### src/rtl/load_store_unit.sv
// -----------------------------------------------------------------------------
// load_store_unit
//
// Sequences RV32I loads and stores onto a word-wide, single-port data memory
// that has no byte enables and a one-cycle registered read. Sub-word stores
// are done as read-modify-write.
//
// Build option:
//   LSU_MISALIGN_TRAP_EN  defined   -> misaligned H/HU/W requests are rejected
//                                      (resp_err) with no memory access.
//                         undefined -> misaligned requests use forced
//                                      alignment (halfword lane = addr[1],
//                                      words ignore addr[1:0]).
//
// Ports:
//   clock, reset        single clock, asynchronous active-high reset
//   req_valid/req_ready request handshake
//   req_store           1 = store, 0 = load
//   req_funct3          000 B, 001 H, 010 W, 100 BU, 101 HU
//   req_addr            byte address
//   req_wdata           store data, right-aligned
//   resp_valid          one-cycle completion pulse
//   resp_err            request rejected, qualified by resp_valid
//   resp_rdata          extended load result (0 for stores and errors)
//   Address             word index {2'b00, addr[31:2]} to data memory
//   Mem_write_data      word written when MemRW = 1
//   MemRW               1 = write on this edge, 0 = read on this edge
//   Mem_read_data       memory word, valid one cycle after a read edge
//
// Handshake: a request transfers on a rising edge where req_valid and
// req_ready are both 1. req_ready is 1 only in IDLE; req_valid in any other
// state is ignored. The response is resp_valid for exactly one cycle with
// resp_err/resp_rdata valid in that same cycle; there is no back-pressure.
//
// The FSM state is held in the signal `state` (type state_t).
// -----------------------------------------------------------------------------
module load_store_unit (
    input  logic        clock,
    input  logic        reset,
    input  logic        req_valid,
    output logic        req_ready,
    input  logic        req_store,
    input  logic [2:0]  req_funct3,
    input  logic [31:0] req_addr,
    input  logic [31:0] req_wdata,
    output logic        resp_valid,
    output logic        resp_err,
    output logic [31:0] resp_rdata,
    output logic [31:0] Address,
    output logic [31:0] Mem_write_data,
    output logic        MemRW,
    input  logic [31:0] Mem_read_data
);

    typedef enum logic [2:0] {
        IDLE    = 3'd0,
        READ    = 3'd1,
        CAPTURE = 3'd2,
        WRITE   = 3'd3,
        RESP    = 3'd4,
        ERR     = 3'd5
    } state_t;

    state_t      state;
    state_t      state_next;

    logic        store_q;
    logic [2:0]  funct3_q;
    logic [31:0] addr_q;
    logic [31:0] wdata_q;
    logic [31:0] word_q;    // merged word for SB/SH
    logic [31:0] rdata_q;   // extended load result

    logic        accept;
    logic        illegal;
    logic        is_sw;
    logic [7:0]  ld_byte;
    logic [15:0] ld_half;
    logic [31:0] load_ext;
    logic [31:0] merged;

    assign accept = (state == IDLE) && req_valid;
    assign is_sw  = req_store && (req_funct3 == 3'b010);

    // Request legality, decoded from the live request fields.
    always_comb begin
        illegal = 1'b0;
        if (req_funct3 == 3'b011 || req_funct3 == 3'b110 || req_funct3 == 3'b111)
            illegal = 1'b1;
        if (req_store && !(req_funct3 == 3'b000 || req_funct3 == 3'b001 ||
                           req_funct3 == 3'b010))
            illegal = 1'b1;
`ifdef LSU_MISALIGN_TRAP_EN
        // funct3[1:0] = 01 covers H/HU, 10 covers W.
        if (req_funct3[1:0] == 2'b01 && req_addr[0])
            illegal = 1'b1;
        if (req_funct3[1:0] == 2'b10 && req_addr[1:0] != 2'b00)
            illegal = 1'b1;
`endif
    end

    // Lane selection from the sampled memory word.
    always_comb begin
        ld_byte = Mem_read_data[7:0];
        case (addr_q[1:0])
            2'd0:    ld_byte = Mem_read_data[7:0];
            2'd1:    ld_byte = Mem_read_data[15:8];
            2'd2:    ld_byte = Mem_read_data[23:16];
            default: ld_byte = Mem_read_data[31:24];
        endcase
        ld_half = addr_q[1] ? Mem_read_data[31:16] : Mem_read_data[15:0];

        case (funct3_q)
            3'b000:  load_ext = {{24{ld_byte[7]}}, ld_byte};
            3'b100:  load_ext = {24'd0, ld_byte};
            3'b001:  load_ext = {{16{ld_half[15]}}, ld_half};
            3'b101:  load_ext = {16'd0, ld_half};
            default: load_ext = Mem_read_data;
        endcase
    end

    // Read-modify-write merge: only the addressed byte/halfword changes.
    always_comb begin
        merged = Mem_read_data;
        if (funct3_q[1:0] == 2'b00) begin
            case (addr_q[1:0])
                2'd0:    merged[7:0]   = wdata_q[7:0];
                2'd1:    merged[15:8]  = wdata_q[7:0];
                2'd2:    merged[23:16] = wdata_q[7:0];
                default: merged[31:24] = wdata_q[7:0];
            endcase
        end else begin
            if (addr_q[1])
                merged[31:16] = wdata_q[15:0];
            else
                merged[15:0]  = wdata_q[15:0];
        end
    end

    always_comb begin
        state_next = state;
        case (state)
            IDLE: begin
                if (req_valid) begin
                    if (illegal)
                        state_next = ERR;
                    else if (is_sw)
                        state_next = WRITE;
                    else
                        state_next = READ;
                end
            end
            READ:    state_next = CAPTURE;
            CAPTURE: state_next = store_q ? WRITE : RESP;
            WRITE:   state_next = RESP;
            RESP:    state_next = IDLE;
            ERR:     state_next = IDLE;
            default: state_next = IDLE;
        endcase
    end

    always_ff @(posedge clock or posedge reset) begin
        if (reset)
            state <= IDLE;
        else
            state <= state_next;
    end

    always_ff @(posedge clock or posedge reset) begin
        if (reset) begin
            store_q  <= 1'b0;
            funct3_q <= 3'd0;
            addr_q   <= 32'd0;
            wdata_q  <= 32'd0;
            word_q   <= 32'd0;
            rdata_q  <= 32'd0;
        end else if (accept) begin
            store_q  <= req_store;
            funct3_q <= req_funct3;
            addr_q   <= req_addr;
            wdata_q  <= req_wdata;
            word_q   <= 32'd0;
            rdata_q  <= 32'd0;
        end else if (state == CAPTURE) begin
            if (store_q)
                word_q  <= merged;
            else
                rdata_q <= load_ext;
        end
    end

    // MemRW is decoded straight from the state register so an asynchronous
    // reset in WRITE drops it immediately.
    assign req_ready      = (state == IDLE);
    assign resp_valid     = (state == RESP) || (state == ERR);
    assign resp_err       = (state == ERR);
    assign resp_rdata     = (state == RESP) ? rdata_q : 32'd0;
    assign Address        = {2'b00, addr_q[31:2]};
    // Only SW reaches WRITE with funct3[1] set; it writes the latched word.
    assign Mem_write_data = funct3_q[1] ? wdata_q : word_q;
    assign MemRW          = (state == WRITE);

endmodule

### config.mk
export PLATFORM = sky130hd
export DESIGN_NAME = load_store_unit
export DESIGN_NICKNAME = d
export VERILOG_FILES = /design/src/rtl/load_store_unit.sv
export SDC_FILE = /design/constraint.sdc
export NUM_CORES = 1
export LEC_CHECK = 0
export ABC_CLOCK_PERIOD_IN_PS = 5800
export CORE_MARGIN = 2
export CORE_UTILIZATION = 35
export CTS_BUF_LIST = sky130_fd_sc_hd__clkbuf_4 sky130_fd_sc_hd__clkbuf_8 sky130_fd_sc_hd__clkbuf_16
export CTS_CLUSTER_SIZE = 16
export DETAILED_ROUTE_END_ITERATION = 6
export SLEW_MARGIN = 20
export SYNTH_ARGS = -nofsm -noshare
export SYNTH_HDL_FRONTEND = slang
export SYNTH_SLANG_ARGS = --single-unit
### constraint.sdc
create_clock -name clock -period 5.8 [get_ports clock]
set_input_delay 0.58 -clock clock [delete_from_list [all_inputs] [get_ports clock]]
set_output_delay 0.58 -clock clock [all_outputs]
set_load 0.02 [all_outputs]
==> flow_metrics.env, run 1 <==
export IMPL_status="finished, final reports clean"
export IMPL_synth_mux_area_share_pct=20.9
export IMPL_cts_buffers=17
export IMPL_synth_top_family_by_area="multiplexers"
export IMPL_yosysSeqAreaShare_pct=48.3
export IMPL_clk_latency_ps=430
export IMPL_start_util_pct=35.8
export IMPL_core_area_sq_mm=0.0195
export IMPL_dieArea_sq_mm=0.0211
export IMPL_dp_cells=1008
export IMPL_synthesis_area_sq_mm=0.00700
export IMPL_p_leak_nw=4.10
export IMPL_synth_xor_area_share_pct=0
export IMPL_slew_headroom_pct=30.5
export IMPL_fin_crit_ps=3140
export IMPL_critPathKind="register to output pin"
export IMPL_drive_above_1_share_pct=20.8
export IMPL_yosys_area_share_simple_pct=8.83
export IMPL_ios=203
export IMPL_drtPass1Iterations=6
export IMPL_final_common_cell="clkdlybuf4s50_1"
export IMPL_timing_final_crit_share_pct=54.2
export IMPL_area_growth_pct=35.4
export IMPL_ys_warn_count=0
export IMPL_ant_nets=0
export IMPL_skew_ps=9.01
export IMPL_min_path_cells=2
export IMPL_cp_data_arrival_time_ps=2560
export IMPL_cp_start_kind="register"
export IMPL_crit_buf_inv=2
export IMPL_cp_depth=3
export IMPL_cts_hold_buf=0
export IMPL_grt_pass1_vias=5539
export IMPL_htree_levels=4
export IMPL_synth_area_leaders="dfrtp_1 48%, mux2_2 18%, buf_4 3.5%"
export IMPL_finalMaxSlewViolations=0
export IMPL_die_height_microns=145
export IMPL_gp_congestion=0.902
export IMPL_path_cells="buf_4 -> mux2_2 -> clkdlybuf4s50_1"
export IMPL_wl_microns=21000
export IMPL_max_stage_delay_ps=610
export IMPL_setup_viol=0
export IMPL_hold_class="register to register"
export IMPL_drtIter0Drc=353
export IMPL_grt_remaining_overflow=0
export IMPL_row_count=51
export IMPL_layout_cells_non_filler=1040
export IMPL_grt_antenna_before_repair=0
export IMPL_n_fill_cell=1790
export IMPL_end_kind="output pin"
export IMPL_cpMaxStageDelayCell="buf_4"
export IMPL_fmax_mhz=318
export IMPL_crit_path_max_fanout=57
export IMPL_synth_cell_types=43
export IMPL_rsz0062_at_grt="no"
export IMPL_vdd_drop_max_v=0.000333
export IMPL_r2r_cells=4
export IMPL_synthAdderAreaFrac_pct=0
export IMPL_final_cell_mix="200 x clkdlybuf4s50_1, 134 x dfrtp_1, 109 x mux2_2"
export IMPL_cap_violations=0
export IMPL_setup_tns_ps=0
export IMPL_synthFlopType="dfrtp_1"
export IMPL_cpLargestDelayFamily="buffers and inverters"
export IMPL_drc=0
export IMPL_hold_viol_final=0
export IMPL_die_w_microns=145
export IMPL_dr_total_vias=5599
export IMPL_post_cts_buffers=0
export IMPL_cts_root_buf="clkbuf_16"
export IMPL_io_buffers=200
export IMPL_cts_tree="built"
export IMPL_grt_max_degree=88
export IMPL_post_dp_hpwl_microns=15100
export IMPL_synth_compound_area_share_pct=14.3
export IMPL_antennaDiodeCount=0
export IMPL_nets=865
export IMPL_cp_data_required_time_ps=5220
export IMPL_clock_sinks=135
export IMPL_syn_inst=617
export IMPL_clock_path_buffers=2
export IMPL_final_core_util_pct=48.5
export IMPL_synth_seq_cells=135
export IMPL_ctsResizeCount=0
export IMPL_syn_mean_instance_area_sq_um=11.3
export IMPL_synth_edff_count=0
export IMPL_yosysTopAreaCellShare_pct=48.3
export IMPL_post_drt_wl_per_cell_microns=20.2
export IMPL_worst_pin_slew_ps=1040
export IMPL_clkTransAtPathRegs_ps=60
export IMPL_viasPerCell=5.38
export IMPL_netlist_top_cell_by_area="dfrtp_1"
export IMPL_async_flop_share_pct=100
export IMPL_track_usage_pct=19.6
export IMPL_grt_pass1_wl_microns=32300
export IMPL_p_per_area_mw_per_mm2=569
==> final timing paths <==
path	to	slack, ps	startpoint
max in group asynchronous	rdata_q[28]$_DFFE_PP0P_	3980	reset
min in group asynchronous	wdata_q[6]$_DFFE_PP0P_	660	reset
setup reg to reg	rdata_q[20]$_DFFE_PP0P_	3130	state[1]$_DFFE_PP0P_
hold reg to reg	rdata_q[4]$_DFFE_PP0P_	490	rdata_q[4]$_DFFE_PP0P_
hold / removal	rdata_q[4]$_DFFE_PP0P_	490	rdata_q[4]$_DFFE_PP0P_
setup / recovery	Mem_write_data[30]	2660	funct3_q[1]$_DFFE_PP0P_
==> cell families after synthesis <==
group           after synthesis
compound gates              140
flops                       135
mux                         132
simple gates                113
buf+inv                      96
other cells                   1
==> through the flow <==
| step | setup slack, ps | power (mW) | hold slack (ps) | instance area (sq um) |
|---|---|---|---|---|
| after global routing | 2580 | 5.68 | 516 | 9480 |
| after global placement | 2990 | 4.32 | 475 | 8920 |
| after CTS | 2650 | 5.42 | 492 | 9480 |
| final | 2660 | 5.39 | 488 | 9480 |
| after detailed placement | 2950 | 4.38 | 477 | 8920 |
| after floorplan | 1610 | 3.51 | 442 | 7000 |
==> flip-flops by register name, summed over array words and instances, names as in the netlist <==
register  cells
addr_q       32
funct3_q      3
rdata_q      32
state         3
store_q       1
wdata_q      32
word_q       32
==> layer usage <==
metal  up-vias  GRT usage, %  wire, microns
met5         -             0              0
met4         0          7.75            547
met3        42          4.92           1540
met2       269          29.9           9470
met1      2761          26.8           9410
li1       2527             -              -
==> cells in the mapped netlist, types with 2 or more instances <==
master and number:
dfrtp_1 135, mux2_2 109, o21ai_0 40, and3_1 34
buf_4 33, a21oi_1 28, nand3_1 27, clkbuf_1 24
nor2_1 23, mux2i_1 22, buf_2 20, a221o_1 17
a22o_1 15, inv_1 14, a221oi_1 13, nor2b_1 12
a222oi_1 6, nand2_1 6, o22ai_1 6, o21a_1 5
buf_6 3, buf_1 2, nand2b_1 2, nor3_1 2
==> power breakdown <==
group,internal (mW),total (mW),switching [mW]
Sequential,1.36,1.73,0.364
Clock,0.562,1.01,0.450
Combinational,1.31,2.65,1.34
==> layout make-up <==
class | count | area, sq um | share of cell area, %
Tap cell | 265 | 332 | 3.50
Clock inverter | 14 | 120 | 1.27
Sequential cell | 135 | 3380 | 35.7
Clock buffer | 18 | 433 | 4.57
Timing Repair Buffer | 207 | 2050 | 21.7
Multi-Input combinational cell | 387 | 3100 | 32.7
Inverter | 14 | 57.6 | 0.607
==> worst register-to-register path: stages (launching register included) <==
cell and delay, ps:
dfrtp_1 530, nor2b_1 270, nand2_1 510, nor2_1 1000
a221o_1 300
No activity file was read; power rests on OpenSTA's default activity.
==> run 2: changes to the inputs <==
--- a/config.mk
+++ b/config.mk
@@ -5,7 +5,7 @@
 export SDC_FILE = /design/constraint.sdc
 export NUM_CORES = 1
 export LEC_CHECK = 0
-export ABC_CLOCK_PERIOD_IN_PS = 5800
+export ABC_CLOCK_PERIOD_IN_PS = 2520
 export CORE_MARGIN = 2
 export CORE_UTILIZATION = 35
 export CTS_BUF_LIST = sky130_fd_sc_hd__clkbuf_4 sky130_fd_sc_hd__clkbuf_8 sky130_fd_sc_hd__clkbuf_16
==> constraint.sdc (replaced) <==
create_clock -name clock -period 2.52 [get_ports clock]
set_input_delay 0.252 -clock clock [delete_from_list [all_inputs] [get_ports clock]]
set_output_delay 0.252 -clock clock [all_outputs]
set_load 0.02 [all_outputs]
==> run 2 against run 1 <==
Clock skew fell by 3.4 ps. Power rose by 140%. Clock-buffer cell count rose by 1. Utilization increased by 1.2 points. Worst hold slack lost 180 ps. Register-to-register slack worse by 2700 ps. Routed wire length is 0.80% higher.
==> flow_metrics.env, run 2 (same netlist as run 1, synthesis figures left out) <==
export IMPL_post_drt_wl_per_cell_microns=20.0
export IMPL_cts_buffers=17
export IMPL_clk_latency_ps=430
export IMPL_viasPerCell=5.34
export IMPL_placed_cell_area_sq_mm=0.00909
export IMPL_grt_max_degree=106
export IMPL_finalPower_mw=12.8
export IMPL_fin_crit_ps=2420
export IMPL_hold_class="input port to asynchronous set/reset pin"
export IMPL_grt_pass1_wl_microns=33000
export IMPL_setup_viol=0
export IMPL_whs_ps=308
export IMPL_drive_above_1_share_pct=22.4
export IMPL_cp_data_arrival_time_ps=2160
export IMPL_r2r_end="word_q[29]$_DFFE_PP0P_"
export IMPL_drtPass1Iterations=6
export IMPL_cp_start_kind="register"
export IMPL_htree_levels=4
export IMPL_hold_viol_final=0
export IMPL_place_ws_ps=305
export IMPL_dieArea_sq_mm=0.0211
export IMPL_dp_cells=1022
export IMPL_setup_ws_ps=105
export IMPL_slew_headroom_pct=39.1
export IMPL_final_common_cell="clkdlybuf4s50_1"
export IMPL_cp_data_required_time_ps=2270
export IMPL_critPathKind="register to output pin"
export IMPL_grt_pass1_vias=5818
export IMPL_n_fill_cell=1784
export IMPL_cts_hold_buf=0
export IMPL_final_core_util_pct=49.7
export IMPL_core_area_sq_mm=0.0195
export IMPL_nets=881
export IMPL_track_usage_pct=20.2
export IMPL_r2r_cells=4
export IMPL_ant_nets=0
export IMPL_die_w_microns=145
export IMPL_start_util_pct=35.8
export IMPL_rrSetupSlack_ps=390
export IMPL_grt_remaining_overflow=0
export IMPL_cts_tree="built"
export IMPL_drc=0
export IMPL_worst_pin_slew_ps=910
export IMPL_r2r_start="state[0]$_DFFE_PP0P_"
export IMPL_post_dp_hpwl_microns=15700
export IMPL_grt_antenna_before_repair=0
export IMPL_timing_final_crit_share_pct=95.8
export IMPL_gp_congestion=0.903
export IMPL_clock_sinks=135
export IMPL_cap_violations=0
export IMPL_die_height_microns=145
export IMPL_area_growth_pct=38.7
export IMPL_wl_microns=21100
export IMPL_p_per_area_mw_per_mm2=1320
export IMPL_clkTransAtPathRegs_ps=60
export IMPL_antennaDiodeCount=0
export IMPL_end_kind="output pin"
export IMPL_final_area_sq_mm=0.00970
export IMPL_rsz0062_at_grt="no"
export IMPL_layout_cells_non_filler=1055
export IMPL_crit_path_max_fanout=15
export IMPL_vdd_drop_max_v=0.000712
export IMPL_cts_root_buf="clkbuf_16"
export IMPL_drtIter0Drc=412
export IMPL_skew_ps=5.63
export IMPL_finalMaxSlewViolations=0
export IMPL_fmax_mhz=414
export IMPL_clock_path_buffers=2
export IMPL_row_count=51
export IMPL_ios=203
export IMPL_setup_tns_ps=0
export IMPL_p_leak_nw=4.23
export IMPL_status="finished, final reports clean"
export IMPL_dr_total_vias=5633
export IMPL_io_buffers=200
export IMPL_final_cell_mix="199 x clkdlybuf4s50_1, 134 x dfrtp_1, 109 x mux2_2"
==> run 2: cell types whose count changed in the layout (fill, tap and decap cells not counted), moves of 2 or more <==
cell       before  now
buf_12          0    5
inv_8           3    0
buf_4           7   17
bufinv_16       0    2
==> run 2: worst max-delay path by stage <==
| stage | from | endpoint | cells after the start | slack (ps) |
|---|---|---|---|---|
| floorplan | reset | addr_q[0]$_DFFE_PP0P_ | 1 | 590 |
| global placement | Mem_read_data[23] | rdata_q[28]$_DFFE_PP0P_ | 5 | 360 |
| detailed placement | Mem_read_data[23] | rdata_q[22]$_DFFE_PP0P_ | 5 | 310 |
| CTS | state[0]$_DFFE_PP0P_ | resp_rdata[28] | 4 | 80 |
| global route | state[1]$_DFFE_PP0P_ | resp_rdata[28] | 4 | 3 |
| finish | funct3_q[1]$_DFFE_PP0P_ | Mem_write_data[0] | 3 | 100 |
==> run 2: repair_timing <==
| item | in CTS | in global routing |
|---|---|---|
| resized for setup | 1 | 2 |
| gates cloned | 0 | 0 |
| pin swaps | 0 | 0 |
| endpoints found under the setup margin | 8 | 31 |
| setup buffers | 2 | 0 |
==> run 2: layout make-up <==
cell class | count | area, sq um | area share [%]
Sequential cell | 135 | 3380 | 34.8
Tap cell | 265 | 332 | 3.42
Multi-Input combinational cell | 387 | 3100 | 31.9
Inverter | 14 | 60.1 | 0.619
Clock buffer | 19 | 447 | 4.60
Timing Repair Buffer | 223 | 2240 | 23.1
Clock inverter | 12 | 143 | 1.47
==> run 2: critical path, stage by stage (launching register included) <==
cell,delay (ps)
dfrtp_2,560
buf_4,260
mux2_2,370
clkdlybuf4s50_1,550
==> run 2: per-layer routing <==
layer	share of wire [%]	up-vias	global-route usage (%)
li1	-	2561	-
met1	44	2794	27.2
met2	46	262	30.9
met3	9.2	16	7.05
met4	1.2	0	5.74
met5	0	-	0
==> run 2: where the power goes <==
group / internal, mW / switching, mW
clock: 1.50 / 1.02
combinational: 3.21 / 3.14
sequential: 3.13 / 0.832
total: 7.85 / 4.99
